File: config.mk
export PLATFORM = sky130hd
export DESIGN_NAME = alu_share_ctrl
export DESIGN_NICKNAME = d
export VERILOG_FILES = /design/src/rtl/alu_share_pkg.sv /design/src/rtl/alu.sv /design/src/rtl/alu_rr_arb2.sv /design/src/rtl/alu_share_ctrl.sv
export SDC_FILE = /design/constraint.sdc
export NUM_CORES = 1
export LEC_CHECK = 0
export ABC_AREA = 1
export CORE_ASPECT_RATIO = 1.5
export CORE_MARGIN = 4
export CORE_UTILIZATION = 50
export CTS_CLUSTER_SIZE = 12
export DETAILED_ROUTE_END_ITERATION = 10
export HOLD_SLACK_MARGIN = 0.06
export PLACE_DENSITY = 0.84
export SYNTH_ARGS = -nofsm -noshare
export SYNTH_HDL_FRONTEND = slang
export SYNTH_SLANG_ARGS = --single-unit
File: constraint.sdc
create_clock -name clk -period 4.22 [get_ports clk]
set_input_delay 0.633 -clock clk [delete_from_list [all_inputs] [get_ports clk]]
set_output_delay 0.633 -clock clk [all_outputs]
set_load 0.02 [all_outputs]
File: src/rtl/alu_share_pkg.sv
// rtl/alu_share_pkg.sv - ALU function codes and response-buffer state encoding
package alu_share_pkg;

  localparam logic [3:0] FN_ADD = 4'b0000;
  localparam logic [3:0] FN_SUB = 4'b0001;
  localparam logic [3:0] FN_AND = 4'b0100;
  localparam logic [3:0] FN_OR  = 4'b0101;
  localparam logic [3:0] FN_XOR = 4'b0110;
  localparam logic [3:0] FN_LUI = 4'b1011;

  // Compare/branch functions, selected with alt=1
  localparam logic [3:0] FN_EQ  = 4'b0001;
  localparam logic [3:0] FN_LT  = 4'b0010;
  localparam logic [3:0] FN_LTE = 4'b0011;
  localparam logic [3:0] FN_NE  = 4'b1001;

  typedef enum logic {
    ST_EMPTY = 1'b0,
    ST_FULL  = 1'b1
  } rsp_state_e;

endpackage

File: src/rtl/alu.sv
// rtl/alu.sv - single-cycle ALU: arith/logic (alt=0) and signed compare (alt=1)
module alu
  import alu_share_pkg::*;
#(
  parameter int DATA_W = 32
) (
  input  logic              alt,
  input  logic [3:0]        func,
  input  logic [DATA_W-1:0] a,
  input  logic [DATA_W-1:0] b,
  output logic [DATA_W-1:0] data,
  output logic              cond
);

  always_comb begin
    data = '0;
    cond = 1'b0;
    if (!alt) begin
      case (func)
        FN_ADD:  data = a + b;
        FN_SUB:  data = a - b;
        FN_AND:  data = a & b;
        FN_OR:   data = a | b;
        FN_XOR:  data = a ^ b;
        FN_LUI:  data = b << 16;
        default: data = '0;
      endcase
    end else begin
      case (func)
        FN_EQ:   cond = (a == b);
        FN_LT:   cond = ($signed(a) <  $signed(b));
        FN_LTE:  cond = ($signed(a) <= $signed(b));
        FN_NE:   cond = (a != b);
        default: cond = 1'b0;
      endcase
      // Compare results also appear as a 0/1 value on the data path
      data = {{(DATA_W-1){1'b0}}, cond};
    end
  end

endmodule

File: src/rtl/alu_rr_arb2.sv
// rtl/alu_rr_arb2.sv - two-way round-robin grant; ties go to the requester not granted last
module alu_rr_arb2 (
  input  logic valid0,
  input  logic valid1,
  input  logic last_grant,
  output logic grant,
  output logic any_req
);

  always_comb begin
    grant = 1'b0;
    if (valid0 && valid1) grant = ~last_grant;
    else if (valid1)      grant = 1'b1;
  end

  assign any_req = valid0 | valid1;

endmodule

File: src/rtl/alu_share_ctrl.sv
// rtl/alu_share_ctrl.sv - shares one ALU between two requesters with a one-entry response buffer
module alu_share_ctrl
  import alu_share_pkg::*;
#(
  parameter int DATA_W = 32,
  parameter int TAG_W  = 4,
  parameter int CNT_W  = 16
) (
  input  logic              clk,
  input  logic              reset_n,
  input  logic              req0_valid,
  output logic              req0_ready,
  input  logic              req0_alt,
  input  logic [3:0]        req0_func,
  input  logic [DATA_W-1:0] req0_a,
  input  logic [DATA_W-1:0] req0_b,
  input  logic [TAG_W-1:0]  req0_tag,
  input  logic              req1_valid,
  output logic              req1_ready,
  input  logic              req1_alt,
  input  logic [3:0]        req1_func,
  input  logic [DATA_W-1:0] req1_a,
  input  logic [DATA_W-1:0] req1_b,
  input  logic [TAG_W-1:0]  req1_tag,
  output logic              rsp_valid,
  input  logic              rsp_ready,
  output logic              rsp_id,
  output logic [TAG_W-1:0]  rsp_tag,
  output logic [DATA_W-1:0] rsp_data,
  output logic              rsp_cond,
  output logic [CNT_W-1:0]  cnt0,
  output logic [CNT_W-1:0]  cnt1,
  output logic              busy
);

  rsp_state_e        state, state_nx;
  logic              last_grant, grant, any_req, can_accept, accept;
  logic              alu_alt, alu_cond;
  logic [3:0]        alu_func;
  logic [DATA_W-1:0] alu_a, alu_b, alu_data;
  logic [TAG_W-1:0]  sel_tag;

  alu_rr_arb2 u_arb (
    .valid0     (req0_valid),
    .valid1     (req1_valid),
    .last_grant (last_grant),
    .grant      (grant),
    .any_req    (any_req)
  );

  // A full buffer can take a new op in the same cycle it drains
  assign can_accept = (state == ST_EMPTY) || (rsp_valid && rsp_ready);
  assign accept     = can_accept && any_req;
  assign req0_ready = accept && !grant;
  assign req1_ready = accept && grant;
  assign rsp_valid  = (state == ST_FULL);
  assign busy       = rsp_valid || req0_valid || req1_valid;

  // grant is 0 when idle, so the ALU sees req0 then
  assign alu_alt  = grant ? req1_alt  : req0_alt;
  assign alu_func = grant ? req1_func : req0_func;
  assign alu_a    = grant ? req1_a    : req0_a;
  assign alu_b    = grant ? req1_b    : req0_b;
  assign sel_tag  = grant ? req1_tag  : req0_tag;

  alu #(.DATA_W(DATA_W)) u_alu (
    .alt  (alu_alt),
    .func (alu_func),
    .a    (alu_a),
    .b    (alu_b),
    .data (alu_data),
    .cond (alu_cond)
  );

  always_comb begin
    state_nx = state;
    case (state)
      ST_EMPTY: if (accept) state_nx = ST_FULL;
      ST_FULL:  if (accept) state_nx = ST_FULL;
                else if (rsp_ready) state_nx = ST_EMPTY;
      default:  state_nx = ST_EMPTY;
    endcase
  end

  always_ff @(posedge clk or negedge reset_n) begin
    if (!reset_n) begin
      state      <= ST_EMPTY;
      last_grant <= 1'b1;
      rsp_id     <= 1'b0;
      rsp_tag    <= '0;
      rsp_data   <= '0;
      rsp_cond   <= 1'b0;
      cnt0       <= '0;
      cnt1       <= '0;
    end else begin
      state <= state_nx;
      if (accept) begin
        rsp_id     <= grant;
        rsp_tag    <= sel_tag;
        rsp_data   <= alu_data;
        rsp_cond   <= alu_cond;
        last_grant <= grant;
        if (grant) cnt1 <= cnt1 + CNT_W'(1);
        else       cnt0 <= cnt0 + CNT_W'(1);
      end
    end
  end

endmodule

==> results, run 1 <==
- The cell sitting at the root of the clock tree is a clkbuf_16.
- The delay of the slowest cell on the worst path is 0.62 ns.
- The clock slew seen by the registers of the worst setup and hold paths is 0.06 ns.
- IR analysis of the VDD net gives a maximum drop of roughly 210 uV.
- The number of buffers added on ports is 224.
- The tool flagged a number of max-cap violations equal to 0.
- Detailed routing inserted a total of 12130 vias.
- The total setup buffers inserted after CTS is 0.
- The total wire length is 44.99 mm.
- The CTS buffer count is 9.
- The count of final max-slew check failures is 0.
- Entering global routing, the biggest net connects 44 pins.
- Across all hold checks on the routed design, the worst slack comes to 0.3670 ns.
- The number of global-route vias before repair is 12100.
- The post-detailed-placement cell area is 12590 um2.
- The number of DRC markers after the initial detailed-route iteration is 1025.
- The initial cell density of the core is 51.42%.
- The number of inserted filler cells in the final layout is 1622.
- The number of endpoints with negative hold slack in the final report came to 0.
- The worst setup skew after layout is 0.01230 ns.
- The total global routing track utilization is a little over 40%.
- The number of antenna violations at the first check in global routing is 0.
- The number of nets handed over by synthesis was 1831.
- In this run the deepest clock path goes through 2 buffers.
- The flow ran to the end, and the final reports show no timing, DRC or antenna violations.
- The worst setup path is launched from a primary input.
- The final worst setup slack is 0.2024 ns.
- The net count reported at finish is between 2000 and 2500.
- Setup violations remaining at the end of the flow were counted as 0.
- STA classifies the critical path endpoint as a flop.
- The standard cell core area is 18700 um2.
- The die is 177.8 um tall.
- Post-CTS repair changed the size of 0 cells.
- The minimum period implied by the final worst setup slack is around 4 ns.
- On the critical path, the stage with the largest delay is an instance of a21oi_1.
- The die boundary width is roughly 120 um.
- In the routed design, unresolved DRC markers number 0.
- The area of the mapped netlist is 9614 um2.
- The worst register-to-register path ends at rsp_data[14]$_DFFE_PN0P_.
- The required time of the worst setup path is 4.45 ns.
- The startpoint of the lowest-slack register-to-register path is last_grant$_DFFE_PN1P_.
- Hold repair after CTS inserted 0 buffers.
- Once layout is done, the placed cells without fillers occupy 12900 um2.
- The share of synthesized flip-flops with an asynchronous set or reset is 100.0%.
- The count of mapped cells out of synthesis is 1573.
- In the routed layout, each cell is associated on average with a via count of 5.765.
- The number of warnings issued by yosys is 0.
- The slew at the pin closest to its max-slew limit is 0.7947 ns.
- The leakage power of the design is 6.612 nW.
- For this design the top-level I/O count stands at 225.
- The first-pass GRT wire length is 66.59 mm.
- The worst setup path is of the primary input to flop kind.
- The number of sinks handled by clock tree synthesis is 72.
- The layout cell share with drive strength beyond 1 is between 8 and 9%.
- The share of the cycle needed by the critical path after routing is 95.20%.
- The critical path contains buffers and inverters numbering 3 combined.
- Power spread over the standard cell area amounts to 318.4 nW/um2.
- Routability-driven placement finished with a final weighted congestion of roughly 1.0.
- Synthesis inferred 72 register bits.
- The worst min-delay path class is primary input to async pin.
- The worst slew margin relative to its limit is 47.02%.
- The number of enable-type register cells in the synthesized netlist is 0.
- The dominant delay contributor by cell family on the critical path is compound AO/OA/AOI/OAI gates.
- The placed wire-length estimate after detailed placement is ~36 mm.
- The worst-skew pair later-pin latency is 0.36 ns.
- The worst slack after detailed placement is -0.01327 ns.
- Traced cell by cell, the critical path runs through clkdlybuf4s50_1, nand2_1, nand2_4, buf_12, buf_4, nand2_1, o21ai_0, ha_1, a21oi_1, o21ai_0, a21oi_1, o21ai_1, or2_2, nand3_1, nand3_1, a22o_1.
- The initialized floorplan defines 61 standard-cell rows.
- The number of antenna diodes is 0.
- The synthesized netlist contains 54 unique library cells.
- The upper clock frequency limit is 248.9 MHz.
- Setup repair after global routing left no endpoint under its margin.
- The setup check on the worst reg-to-reg path leaves a slack of 0.45 ns.
- The die covers 21560 um2.
- Once detail routing completed, the nets flagged for antenna violations numbered 0.
- TritonCTS built the clock tree.
- The area growth from synthesis to layout is 34.19%.
- Dividing the detail-routed wire length by the instance count gives 21.38 um.
- Counting cells, the worst reg-to-reg path comes to 15.
- After global routing the overflow that remains totals 0.
- STA puts the critical path data arrival time at 4.24 ns.
- The post-synthesis average cell area is 6.112 um2.
- The peak fanout along the critical path is 30.
- The sequential element share of the synthesized area is between 10% and 20%.
- The first-pass iteration count of the detailed router is 6.
- The H-tree depth is 3.
- The most used flip-flop cell after synthesis is dfrtp_1.
-- Yosys cell counts, types with 10 or more instances --
| cell type | n | area (um2) |
|---|---|---|
| ha_1 | 105 | 1314 |
| clkbuf_1 | 12 | 45.04 |
| xor2_1 | 20 | 175.2 |
| nand2_1 | 401 | 1505 |
| o21ai_1 | 16 | 80.08 |
| a21oi_1 | 109 | 545.5 |
| o21ai_0 | 135 | 675.7 |
| inv_1 | 254 | 953.4 |
| nand3_1 | 124 | 620.6 |
| nor3_1 | 20 | 100.1 |
| nand4_1 | 13 | 81.33 |
| dfrtp_1 | 71 | 1777 |
| buf_2 | 24 | 120.1 |
| nor2_1 | 118 | 442.9 |
| o22ai_1 | 32 | 200.2 |
| xnor2_1 | 10 | 87.58 |
-- cell type report --
class	instances	area (um2)	share of cell area [%]
inverter	266	1002	7.768
sequential	72	1803	13.98
clock inverter	7	81.33	0.6304
clock buffer	9	225.2	1.746
timing repair buffer	306	2890	22.40
multi-input combinational	1192	6584	51.03
tap	252	315.3	2.444
-- where the power goes --
group	total [mW]	switching (mW)	leakage, nW	internal, mW
clock	0.809	0.343	0.151	0.465
sequential	0.873	0.0945	0.927	0.779
combinational	2.43	1.55	5.53	0.878
total	4.11	1.99	6.61	2.12
-- sequential cells by signal (all words and copies together) (netlist names) --
signal and count:
rsp_valid 1, rsp_cond 1, cnt1 16, cnt0 16, rsp_tag 4, rsp_data 32
last_grant 1, rsp_id 1
-- per-layer routing --
layer  share of wire [%]  up-vias  global-route usage (%)  wire length (um)
met5                   0        -                       0                 0
met3                 7.7      238                   7.685              3465
li1                    -     5626                       -                 -
met4                 9.5        0                   32.29              4269
met1                  32     5568                   40.11             14580
met2                  50      697                   74.39             22670
-- cells in the final DEF (no fill, tap or decap), types with 71 or more instances in the layout --
master / count
nor2_1: 118
clkdlybuf4s50_1: 223
inv_1: 254
dfrtp_1: 71
o21ai_0: 135
nand2_1: 401
buf_4: 79
nand3_1: 124
ha_1: 105
a21oi_1: 109
-- metrics by stage --
| stage | TNS [ns] | total power, mW | utilization (%) | instances |
|---|---|---|---|---|
| 4_1_cts | 0 | 4.025 | 68.99 | 2104 |
| 5_1_grt | 0 | 4.317 | 68.99 | 2104 |
| 6_report | 0 | 4.107 | 68.99 | 2104 |
| 3_3_place_gp | 0 | 3.182 | 67.35 | 2088 |
| 3_5_place_dp | -0.01327 | 3.216 | 67.35 | 2088 |
| 2_1_floorplan | 0 | 2.169 | - | 1573 |
-- cells by family after synthesis --
family	count (synthesis)	share of synthesized area, %
xor+xnor	31	2.902
fa+ha+maj	107	14.08
buf+inv	309	12.77
simple gates	722	32.57
compound gates	332	18.92
flops	72	18.75
-- worst max path at each step --
| stage | start | endpoint | slack, ns | cells after the start |
|---|---|---|---|---|
| finish | req0_valid | rsp_data[14]$_DFFE_PN0P_ | 0.20 | 16 |
| global route | req0_valid | rsp_data[0]$_DFFE_PN0P_ | 0.09 | 21 |
| CTS | req0_valid | rsp_data[30]$_DFFE_PN0P_ | 0.34 | 18 |
| detailed placement | req0_valid | rsp_data[30]$_DFFE_PN0P_ | -0.01 | 18 |
| global placement | req1_valid | rsp_data[22]$_DFFE_PN0P_ | 0.03 | 19 |
| floorplan | req0_valid | rsp_data[29]$_DFFE_PN0P_ | 0.56 | 21 |
Power figures use the tool's default switching activity.
==> run 2: changes to the inputs <==
- REMOVE_ABC_BUFFERS: not set -> 1
==> run 2 against run 1 <==
Effect of this change:
- maximum frequency grew 4.6%
- sequential share of layout area grew 0.12 points
- clock skew shrank 0.0052 ns
- critical path type unchanged
- core utilization shrank 0.59 points
- sequential power is essentially flat
- non-clock buffer count shrank 14
- via count shrank 2.8%
- clock power shrank 4.1%
- largest power group unchanged
- highest routed layer unchanged
==> results, run 2 (synthesized netlist as in run 1, its figures left out) <==
- The largest individual stage delay along the critical path comes from the cell clkdlybuf4s50_1.
- The final number of setup-violating endpoints is 0 (unchanged).
- The placed wire-length estimate after detailed placement came to 33.59 mm (-7.6%).
- The total wire length is 40.80 mm (-9.3%).
- The total number of placement rows is 61 (unchanged).
- The cell repeated most along the worst path is nand2_1.
- The worst slew margin relative to its limit was 35.59% (-11 points).
- The signal on the critical path passes through clkdlybuf4s50_1, nand2_1, nand2_4, inv_4, or2_2, o21ai_0, buf_4, ha_1, or2_2, o21ai_2, nand2_1, nand2_1, nand3_1, nand2_1, nand2_1, nand2_1, a21oi_1, o21ai_0, nand3_1, nand2_1, nand2_1.
- Compared with the post-synthesis result, the final layout area differs by 33.04%.
- The aggregate negative setup slack is 0 ns (unchanged).
- The peak fanout along the critical path is 12 (-60%).
- The power density over the cells came to 311.8 nW/um2 (-2.1%).
- The number of flip-flops under the largest register name came to 32 (unchanged).
- The count of final max-slew check failures is 0 (unchanged).
- The worst setup skew after layout is 0.007080 ns (-0.005219 ns).
- The slew at the pin closest to its max-slew limit came to 0.9662 ns (+0.1715 ns).
- The worst-case vdd ir drop is 240.5 uV (+15%).
- The delay of the slowest cell on the worst path is 0.48 ns (-0.14 ns).
- The residual overflow from global routing was 0 (unchanged).
- The number of primary I/O pins is 225 (unchanged).
- The final antenna-violating net count is 0 (unchanged).
- The count of unresolved DRC violations after routing was 0 (unchanged).
- The quantity of gates resized following cts is 0 (unchanged).
- The number of buffers added to fix hold violations after cts is 0 (unchanged).
- The pin count of the biggest net entering global routing is 73 (+66%).
- The weighted congestion at the end of routability-driven global placement is 1.066 (+1.9%).
- The number of antenna violations at the first check in global routing was 0 (unchanged).
- The die outline area is 21560 um2 (unchanged).
- The number of antenna diodes was 0 (unchanged).
- The capture point of the worst reg-to-reg path is rsp_data[21]$_DFFE_PN0P_.
- The initial cell density of the core is 51.42% (unchanged).
- The logic depth of the worst register-to-register path is 20 (+5).
- The clock slew seen by the registers of the worst setup and hold paths was 0.07 ns (about the same).
- The number of global-route vias before repair is 11800 (-2.4%).
- TritonCTS built the clock tree.
- The CTS buffer count is 9 (unchanged).
- The final instance count without filler cells came to 2090 (-0.67%).
- The total placed cells including tap cells is 2074 (-0.67%).
- The clock tree buffer depth is 2 (unchanged).
- The first-pass iteration count of the detailed router is 8 (+2).
- The die boundary width is 121.2 um (unchanged).
- The number of buffers added on ports is 224 (unchanged).
- The startpoint identified for the worst register-to-register timing path is last_grant$_DFFE_PN1P_.
- The via-per-instance ratio was 5.640 (-2.2%).
- The share of the cycle needed by the critical path after routing is 91.04% (-4.2 points).
- The layout cell share with drive strength beyond 1 is 7.399% (-0.70 points).
- Ranked by flip-flop count, first place goes to rsp_data.
- The number of sinks handled by clock tree synthesis is 72 (unchanged).
- The minimum period implied by the final worst setup slack is 3.842 ns (-0.1757 ns).
- The number of endpoints with negative hold slack in the final report came to 0 (unchanged).
- The type of element launching the critical path is a primary input.
- The total global routing track utilization is 37.45% (-3.5 points).
- The worst-case register-to-register setup slack is 0.62 ns (+0.17 ns).
- STA classifies the critical path endpoint as a flop.
- The required time of the worst setup path was 4.45 ns (about the same).
- The height of the die is 177.8 um (unchanged).
- The worst-skew pair later-pin latency is 0.34 ns (-0.02 ns).
- The worst hold path belongs to the class primary input to async pin.
- The leakage power of the design came to 6.538 nW (-1.1%).
- The arrival time of the worst setup path was 4.07 ns (-0.17 ns).
- The library cell used most frequently in the layout, excluding fill and tap cells, is nand2_1.
- The first-pass GRT wire length is 62.13 mm (-6.7%).
- The run finished with clean final reports.
- Setup repair after global routing left no endpoint under its margin.
- The core occupancy in the finished layout came to 68.40% (-0.59 points).
- The library cells used most frequently in the layout, excluding fill and tap cells, are nand2_1, inv_1, clkdlybuf4s50_1.
- The upper clock frequency limit is 260.3 MHz (+4.6%).
- The total setup buffers inserted after CTS is 0 (unchanged).
- The routed wire length per instance is 19.52 um (-8.7%).
- The class of the most critical setup path is primary input to flop.
- The net count reported at finish is 2091 (-0.67%).
- The overall via count from detail_route was 11790 (-2.8%).
- The H-tree depth is 3 (unchanged).
- The clock root buffer is clkbuf_16.
- The total power of the final layout was 3.988 mW (-2.9%).
- The number of DRC markers after the initial detailed-route iteration is 1002 (-2.2%).
- The largest registers in the layout are rsp_data x32, cnt0 x16, cnt1 x16.
- The standard cell core area was 18700 um2 (unchanged).
- The max capacitance violation total is 0 (unchanged).
run 2: final cells by class:
type | count | area (um2)
clock buffers | 9 | 225.2
clock inverters | 7 | 61.31
fillers | 1624 | 5908
inverters | 266 | 1002
multi-input cells | 1192 | 6584
flip-flops and latches | 72 | 1803
well taps | 252 | 315.3
repair buffers | 292 | 2800
run 2: worst max-delay path, delay by kind of cell:
kind,cells,cell delay (ns)
compound gates,4,0.50
fa+ha+maj,1,0.25
buf+inv,3,0.77
simple gates,13,1.90
run 2: worst max-delay path by stage:
stage | start | endpoint | slack, ns | depth (start not counted)
after global placement | req0_valid | rsp_data[29]$_DFFE_PN0P_ | -0.002 | 19
after floorplan | req0_valid | rsp_data[29]$_DFFE_PN0P_ | 0.52 | 19
after global routing | req0_valid | rsp_data[23]$_DFFE_PN0P_ | 0.09 | 19
after detailed placement | req0_valid | rsp_data[29]$_DFFE_PN0P_ | 0.05 | 19
after CTS | req0_valid | rsp_data[29]$_DFFE_PN0P_ | 0.39 | 19
final | req0_valid | rsp_data[21]$_DFFE_PN0P_ | 0.38 | 21
run 2: stage by stage:
stage / hold WS [ns] / setup slack [ns] / cell area [um2]
floorplan: 0.3374 / 0.5247 / 9389
global placement: 0.4624 / -0.001895 / 12500
detailed placement: 0.4611 / 0.04998 / 12500
CTS: 0.4689 / 0.3889 / 12790
global route: 0.5004 / 0.09461 / 12790
finish: 0.4250 / 0.3780 / 12790
run 2: power breakdown:
part | leakage [nW] | switching (mW) | internal [mW]
logic | 5.48 | 1.48 | 0.860
registers | 0.927 | 0.0931 | 0.778
clock network | 0.135 | 0.365 | 0.411
run 2: routing by layer:
metal / global-route usage (%) / wire length (um) / vias to the layer above
li1: - / - / 5586
met1: 37.44 / 13360 / 5369
met2: 68.62 / 20650 / 637
met3: 4.783 / 2948 / 196
met4: 29.86 / 3839 / 0
met5: 0 / 0 / -
